==> config.mk <==
export PLATFORM = sky130hd
export DESIGN_NAME = alu_seq_core
export DESIGN_NICKNAME = d
export VERILOG_FILES = /design/src/rtl/alu_seq_core_pkg.sv /design/src/rtl/alu_seq_core_div_iter.sv /design/src/rtl/alu_seq_core.sv
export SDC_FILE = /design/constraint.sdc
export NUM_CORES = 1
export LEC_CHECK = 0
export ABC_AREA = 1
export CORE_MARGIN = 2
export CORE_UTILIZATION = 55
export DETAILED_ROUTE_END_ITERATION = 12
export HOLD_SLACK_MARGIN = 0.1
export PLACE_DENSITY_LB_ADDON = 0.25
export SLEW_MARGIN = 25
export SYNTH_ARGS = -nofsm -noshare
export SYNTH_HDL_FRONTEND = slang
export SYNTH_SLANG_ARGS = --single-unit
export TNS_END_PERCENT = 20
==> constraint.sdc <==
create_clock -name clk -period 3.8 [get_ports clk]
set_input_delay 0.76 -clock clk [delete_from_list [all_inputs] [get_ports clk]]
set_output_delay 0.76 -clock clk [all_outputs]
set_load 0.03 [all_outputs]
==> src/rtl/alu_seq_core_pkg.sv <==
// Shared types for the sequential ALU: opcode encoding, flag bundle and FSM states.
package alu_seq_core_pkg;

   typedef enum logic [3:0] {
      OP_ADD    = 4'd0,
      OP_SUB    = 4'd1,
      OP_MULT   = 4'd2,
      OP_DIV    = 4'd3,
      OP_MOD    = 4'd4,
      OP_AND    = 4'd5,
      OP_OR     = 4'd6,
      OP_XOR    = 4'd7,
      OP_LSHIFT = 4'd8,
      OP_RSHIFT = 4'd9
   } OpCode;

   typedef struct packed {
      logic z;
      logic nf;
      logic v;
      logic c;
   } alu_flags_t;

   typedef enum logic [2:0] {IDLE, EXEC, MUL, DIV, FIX, DONE} alu_state_t;

endpackage

==> src/rtl/alu_seq_core_div_iter.sv <==
// Restoring unsigned divider: loads on start, one quotient bit per cycle, pulses done
// after N iterations. quotient/remainder hold until the next start.
module div_iter #(
   parameter int N = 8
) (
   input  logic         clk,
   input  logic         rst_n,
   input  logic         start,
   input  logic [N-1:0] dividend,
   input  logic [N-1:0] divisor,
   output logic         done,
   output logic [N-1:0] quotient,
   output logic [N-1:0] remainder
);
   localparam int SHIFT_W = $clog2(N) + 1;
   localparam logic [SHIFT_W-1:0] CNT_LAST = SHIFT_W'(N - 1);

   logic [N-1:0]       quo_reg, rem_reg, div_reg;
   logic [SHIFT_W-1:0] cnt_reg;
   logic               busy_reg, done_reg;
   logic [N:0]         partial;
   logic [N-1:0]       rem_sub;
   logic               fits;

   // Partial remainder is always below the divisor, so the difference fits in N bits.
   always_comb begin
      partial = {rem_reg, quo_reg[N-1]};
      fits    = (partial >= {1'b0, div_reg});
      rem_sub = partial[N-1:0] - div_reg;
   end

   always_ff @(posedge clk or negedge rst_n) begin
      if (!rst_n) begin
         quo_reg  <= '0;
         rem_reg  <= '0;
         div_reg  <= '0;
         cnt_reg  <= '0;
         busy_reg <= 1'b0;
         done_reg <= 1'b0;
      end else if (start) begin
         quo_reg  <= dividend;
         rem_reg  <= '0;
         div_reg  <= divisor;
         cnt_reg  <= '0;
         busy_reg <= 1'b1;
         done_reg <= 1'b0;
      end else if (busy_reg) begin
         rem_reg <= fits ? rem_sub : partial[N-1:0];
         quo_reg <= {quo_reg[N-2:0], fits};
         cnt_reg <= cnt_reg + SHIFT_W'(1);
         if (cnt_reg == CNT_LAST) begin
            busy_reg <= 1'b0;
            done_reg <= 1'b1;
         end
      end else begin
         done_reg <= 1'b0;
      end
   end

   assign done      = done_reg;
   assign quotient  = quo_reg;
   assign remainder = rem_reg;

endmodule

==> src/rtl/alu_seq_core.sv <==
// Multi-cycle handshaked ALU: one opcode per transaction, iterative multiply and divide.
// Results and flags are registered and held until the consumer accepts them.
module alu_seq_core
   import alu_seq_core_pkg::*;
#(
   parameter int N = 8
) (
   input  logic         clk,
   input  logic         rst_n,
   input  logic         in_valid,
   output logic         in_ready,
   input  logic [N-1:0] a,
   input  logic [N-1:0] b,
   input  OpCode        op,
   output logic         out_valid,
   input  logic         out_ready,
   output logic [N-1:0] result,
   output logic [N-1:0] result_hi,
   output logic [3:0]   flags,
   output logic         div_by_zero
);
   localparam int SHIFT_W = $clog2(N) + 1;
   localparam logic [SHIFT_W-1:0] MUL_LAST = SHIFT_W'(N - 1);
   localparam logic [SHIFT_W-1:0] MUL_END  = SHIFT_W'(N);
   localparam logic [N-1:0]       MIN_VAL  = {1'b1, {(N-1){1'b0}}};

   alu_state_t         state_reg;
   OpCode              op_reg;
   logic [N-1:0]       a_reg, b_reg, mplier_reg;
   logic [2*N-1:0]     acc_reg, mcand_reg;
   logic [SHIFT_W-1:0] cnt_reg;
   logic               in_ready_reg, out_valid_reg, dbz_reg;
   logic [N-1:0]       result_reg, result_hi_reg;
   alu_flags_t         flags_reg;

   logic               accept, in_is_div, div_start, div_done;
   logic [N-1:0]       a_mag, b_mag, q_mag, r_mag;
   logic [N:0]         sum, diff, lsh;
   logic signed [N:0]  rsh_src, rsh;
   logic [N-1:0]       exec_res, fix_q, fix_r, fix_res;
   logic               exec_dbz;
   alu_flags_t         exec_flags, mul_flags, fix_flags;
   logic [2*N-1:0]     mul_add, mul_sum;

   assign accept    = in_valid && in_ready_reg;
   assign in_is_div = (op == OP_DIV) || (op == OP_MOD);
   assign div_start = accept && in_is_div && (b != '0);
   assign a_mag     = a[N-1] ? ('0 - a) : a;
   assign b_mag     = b[N-1] ? ('0 - b) : b;

   div_iter #(.N(N)) u_div (
      .clk       (clk),
      .rst_n     (rst_n),
      .start     (div_start),
      .dividend  (a_mag),
      .divisor   (b_mag),
      .done      (div_done),
      .quotient  (q_mag),
      .remainder (r_mag)
   );

   always_comb begin
      sum     = {1'b0, a_reg} + {1'b0, b_reg};
      diff    = {1'b0, a_reg} - {1'b0, b_reg};
      lsh     = {1'b0, a_reg} << b_reg;
      rsh_src = {a_reg, 1'b0};
      rsh     = rsh_src >>> b_reg;
      exec_res   = '0;
      exec_flags = '0;
      exec_dbz   = 1'b0;
      // EXEC only sees Div/Mod when the divisor was zero.
      case (op_reg)
         OP_ADD: begin
            exec_res     = sum[N-1:0];
            exec_flags.c = sum[N];
            exec_flags.v = (a_reg[N-1] == b_reg[N-1]) && (sum[N-1] != a_reg[N-1]);
         end
         OP_SUB: begin
            exec_res     = diff[N-1:0];
            exec_flags.c = diff[N];
            exec_flags.v = (a_reg[N-1] != b_reg[N-1]) && (diff[N-1] != a_reg[N-1]);
         end
         OP_DIV: begin
            exec_res = '1;
            exec_dbz = 1'b1;
         end
         OP_MOD: begin
            exec_res = a_reg;
            exec_dbz = 1'b1;
         end
         OP_AND: exec_res = a_reg & b_reg;
         OP_OR:  exec_res = a_reg | b_reg;
         OP_XOR: exec_res = a_reg ^ b_reg;
         OP_LSHIFT: begin
            exec_res     = lsh[N-1:0];
            exec_flags.c = lsh[N];
         end
         OP_RSHIFT: begin
            exec_res     = rsh[N:1];
            exec_flags.c = rsh[0];
         end
         default: exec_res = '0;
      endcase
      exec_flags.z  = (exec_res == '0);
      exec_flags.nf = exec_res[N-1];

      // Two's-complement multiplier: the MSB of b carries negative weight.
      mul_add = mplier_reg[0] ? mcand_reg : '0;
      mul_sum = (cnt_reg == MUL_LAST) ? (acc_reg - mul_add) : (acc_reg + mul_add);
      mul_flags.z  = (acc_reg[N-1:0] == '0);
      mul_flags.nf = acc_reg[N-1];
      mul_flags.v  = (acc_reg[2*N-1:N] != {N{acc_reg[N-1]}});
      mul_flags.c  = 1'b0;

      fix_q   = (a_reg[N-1] ^ b_reg[N-1]) ? ('0 - q_mag) : q_mag;
      fix_r   = a_reg[N-1] ? ('0 - r_mag) : r_mag;
      fix_res = (op_reg == OP_MOD) ? fix_r : fix_q;
      fix_flags.z  = (fix_res == '0);
      fix_flags.nf = fix_res[N-1];
      fix_flags.v  = (op_reg == OP_DIV) && (a_reg == MIN_VAL) && (b_reg == '1);
      fix_flags.c  = 1'b0;
   end

   always_ff @(posedge clk or negedge rst_n) begin
      if (!rst_n) begin
         state_reg     <= IDLE;
         op_reg        <= OP_ADD;
         a_reg         <= '0;
         b_reg         <= '0;
         mplier_reg    <= '0;
         acc_reg       <= '0;
         mcand_reg     <= '0;
         cnt_reg       <= '0;
         in_ready_reg  <= 1'b0;
         out_valid_reg <= 1'b0;
         dbz_reg       <= 1'b0;
         result_reg    <= '0;
         result_hi_reg <= '0;
         flags_reg     <= '0;
      end else begin
         case (state_reg)
            IDLE: begin
               in_ready_reg <= 1'b1;
               if (accept) begin
                  in_ready_reg <= 1'b0;
                  a_reg        <= a;
                  b_reg        <= b;
                  op_reg       <= op;
                  acc_reg      <= '0;
                  mcand_reg    <= {{N{a[N-1]}}, a};
                  mplier_reg   <= b;
                  cnt_reg      <= '0;
                  if (op == OP_MULT)              state_reg <= MUL;
                  else if (in_is_div && b != '0) state_reg <= DIV;
                  else                           state_reg <= EXEC;
               end
            end
            EXEC: begin
               result_reg    <= exec_res;
               result_hi_reg <= '0;
               flags_reg     <= exec_flags;
               dbz_reg       <= exec_dbz;
               out_valid_reg <= 1'b1;
               state_reg     <= DONE;
            end
            MUL: begin
               if (cnt_reg == MUL_END) begin
                  result_reg    <= acc_reg[N-1:0];
                  result_hi_reg <= acc_reg[2*N-1:N];
                  flags_reg     <= mul_flags;
                  dbz_reg       <= 1'b0;
                  out_valid_reg <= 1'b1;
                  state_reg     <= DONE;
               end else begin
                  acc_reg    <= mul_sum;
                  mcand_reg  <= mcand_reg << 1;
                  mplier_reg <= mplier_reg >> 1;
                  cnt_reg    <= cnt_reg + SHIFT_W'(1);
               end
            end
            DIV: if (div_done) state_reg <= FIX;
            FIX: begin
               result_reg    <= fix_res;
               result_hi_reg <= '0;
               flags_reg     <= fix_flags;
               dbz_reg       <= 1'b0;
               out_valid_reg <= 1'b1;
               state_reg     <= DONE;
            end
            DONE: begin
               if (out_ready) begin
                  out_valid_reg <= 1'b0;
                  in_ready_reg  <= 1'b1;
                  state_reg     <= IDLE;
               end
            end
            default: state_reg <= IDLE;
         endcase
      end
   end

   assign in_ready    = in_ready_reg;
   assign out_valid   = out_valid_reg;
   assign result      = result_reg;
   assign result_hi   = result_hi_reg;
   assign flags       = flags_reg;
   assign div_by_zero = dbz_reg;

endmodule

==> impl_results.md <==
- Vias: 9194
- Initial core utilization: around 56%
- Worst Setup End Kind: flip-flop
- Critical path class: flip-flop to flip-flop
- Drt pass-1 iters: 6
- Fill count: 1461
- Largest area contributor in the netlist: dfrtp_1
- Clock slew seen by the registers of the worst setup and hold paths: 0.06 ns
- Slew margin rel.: a little under three fifths
- Post-DRT Antenna Nets: 0
- Slew Viols, Final: 0
- Cts bufs inserted: 17
- Port bufs: 46
- Die Area: 17800 um^2
- HPWL Detailed: between 20 and 25 mm
- CP Launch Type: flip-flop
- Number of H-tree levels: 4
- Final setup skew: around 0.011 ns
- Area grow syn2layout: 14.1%
- CTS tree: yes
- Final setup fails: 0
- Share of layout cells above drive strength 1: 6.59%
- Fin crit share: a little under nine tenths
- Max Cap Viol: 0
- Post-synthesis instance total: 1286
- Clock latency at the later pin of the worst-skew pair: between 0.4 and 0.5 ns
- Core area: approximately 16000 um^2
- GP Congestion: between 0.9 and 1
- Fmax: 307 MHz
- Worst-margin pin slew: 0.664 ns
- Cell area after synthesis: 9200 um^2
- Status: completed
- Synth cell count leaders: 270 x nand2_1, 161 x inv_1, 124 x o21ai_0
- Diodes inserted: 0
- # rows: 47
- Initial antenna violation count: 0
- Largest net degree at the start of global routing: 87
- Grt total ovfl: 0
- Crit path arrival time: 3.60 ns
- #FFs+latches synth: 119
- Ys async rst share: 100%
- Number of enable flip-flop cells after synthesis: 0
- Average wire per standard cell: 17.6 um
- Clock root cell: clkbuf_16
- Leakage: around 5.0 nW
- RSZ-0062 raised after global routing: false
- Synth top area share: 32.4%
- Die Ht: 133 um
- Fin nets: 1405
- HP Class: input port to asynchronous set/reset pin
- Hold Fails Final Rpt: 0
- Die width: 133 um
- Fin crit period: 3.25 ns
- Critical path peak fanout: 20
- DRT iter0 DRCs: about 1100
- Vias in the first global route: 8430
- Longest Clk Path Bufs: 2
- Vias per cell: between 5 and 6
- PwrDens: 1040 nW/um^2
- Syn nets: ~1400
- Top-count cell post-synth: nand2_1
- Remaining DRCs: 0
- Distinct cell type count after synthesis: 52
- Mean Syn Cell Area: 7.15 um^2
- Sequential area share after synthesis: 32.4%
- Core Util, Final: around 64%
- First-pass GRT wire length: 44.4 mm
- Dominant synthesized flop cell: dfrtp_1
- Synth warn: 0
- Setup_tns: 0 ns
- Gr usage total: 31.7%
- VDD IR-drop max: about 0.00047 V
- CTS hold repair buffers: 0
- CTS Sinks: 119
- Routed Wire Length: around 27 mm
- CP Data Required Time: 4.15 ns
- Io pins: 47
- Synth top area cells: dfrtp_1 32%, nand2_1 11%, ha_1 7.5%
[layout make-up]
cell class / count / area [um^2] / share of cell area (%)
clock inverters: 13 / 214 / 2.04
multi-input cells: 951 / 5340 / 50.9
inverters: 175 / 659 / 6.29
well taps: 220 / 275 / 2.62
flip-flops and latches: 119 / 2980 / 28.4
repair buffers: 58 / 573 / 5.46
clock buffers: 19 / 453 / 4.32
[layout by cell type, fill, tap and decap left out, types with 3 or more instances in the layout]
cell | Yosys | layout
nor4_1 | 4 | 4
o21a_1 | 3 | 3
clkbuf_16 | 0 | 17
nand2_1 | 270 | 270
inv_6 | 0 | 4
o31ai_1 | 12 | 12
nand2_2 | 8 | 8
a211oi_1 | 3 | 3
ha_1 | 55 | 55
inv_1 | 161 | 161
o21bai_1 | 3 | 3
bufinv_16 | 0 | 5
nand3b_1 | 5 | 5
a21oi_2 | 3 | 3
nor2_2 | 5 | 6
nor2_1 | 100 | 99
nand4_1 | 43 | 43
inv_2 | 11 | 11
buf_4 | 4 | 11
a31oi_1 | 11 | 11
or2_2 | 3 | 3
xnor2_1 | 12 | 12
o21ai_1 | 7 | 7
fa_1 | 4 | 4
o22a_1 | 3 | 3
nor2_4 | 5 | 5
nor3_1 | 22 | 22
o22ai_1 | 16 | 16
xor2_1 | 26 | 26
clkdlybuf4s50_1 | 0 | 45
o21ai_0 | 124 | 124
nand3_1 | 87 | 87
a21oi_1 | 63 | 63
o221ai_1 | 22 | 22
o211ai_1 | 16 | 16
dfrtp_1 | 119 | 118
[metal layers]
metal	wire length, um	global-route usage (%)
met5	0	0
met1	12300	46.3
met2	12000	47.6
met3	2380	5.59
met4	802	11.1
[critical path, cell delays in order, from the launching register on]
cell      delay (ns)
dfrtp_2         0.51
nand2_1         0.14
ha_1            0.17
and3_1          0.15
inv_1           0.05
nor2_1          0.17
nand4_1         0.12
o21ai_0         0.26
o21ai_0         0.16
xnor2_1         0.16
inv_1           0.06
ha_1            0.31
nand2_1         0.10
a21oi_1         0.04
a211oi_1        0.17
o21ai_0         0.11
a31oi_1         0.15
inv_1           0.07
a21oi_1         0.12
o21ai_0         0.08
o21ai_1         0.07
[cell families after synthesis]
group | after synthesis | share of synthesized area, %
DFF | 119 | 32.4
adders and majority gates | 59 | 8.35
and+or+nand+nor | 560 | 27.2
buffers and inverters | 216 | 9.63
xor gates and xnor gates | 38 | 3.62
AOI/OAI and AO/OA | 294 | 18.8
[through the flow]
stage / instances / worst slack [ns] / cell area, um^2 / hold slack [ns] / power (mW)
finish: 1555 / 0.547 / 10500 / 0.289 / 11.0
floorplan: 1286 / 0.910 / 9200 / 0.453 / 7.26
detailed placement: 1523 / 0.457 / 9820 / 0.462 / 8.94
global placement: 1523 / 0.523 / 9820 / 0.456 / 8.82
CTS: 1555 / 0.435 / 10500 / 0.304 / 10.8
global route: 1555 / 0.114 / 10500 / 0.323 / 11.9
[report_power, final]
group	switching (mW)	internal (mW)	total, mW
combinational	4.40	2.30	6.70
clock	0.628	1.21	1.83
sequential	0.609	1.81	2.42
total	5.63	5.32	11.0
[what timing repair did]
action | CTS | global route
buffers inserted | 0 | 0
gates resized for setup | 0 | 1
endpoints found under the setup margin | 0 | 1
[worst paths after layout]
kind                                            from                  endpoint  slack, ns  cells after the start
setup / recovery           mplier_reg[0]$_DFFE_PN0P_   acc_reg[15]$_DFFE_PN0P_       0.55                     20
hold / removal                                 rst_n  result_hi[6]$_DFFE_PN0P_       0.29                      1
setup reg to reg           mplier_reg[0]$_DFFE_PN0P_   acc_reg[15]$_DFFE_PN0P_       0.55                     20
hold reg to reg             result_hi[2]$_DFFE_PN0P_  result_hi[2]$_DFFE_PN0P_       0.48                      2
max in group asynchronous                      rst_n      a_reg[6]$_DFFE_PN0P_       2.68                      2
min in group clk            result_hi[2]$_DFFE_PN0P_  result_hi[2]$_DFFE_PN0P_       0.48                      2
Note: power is estimated with default switching activity, not from simulation.
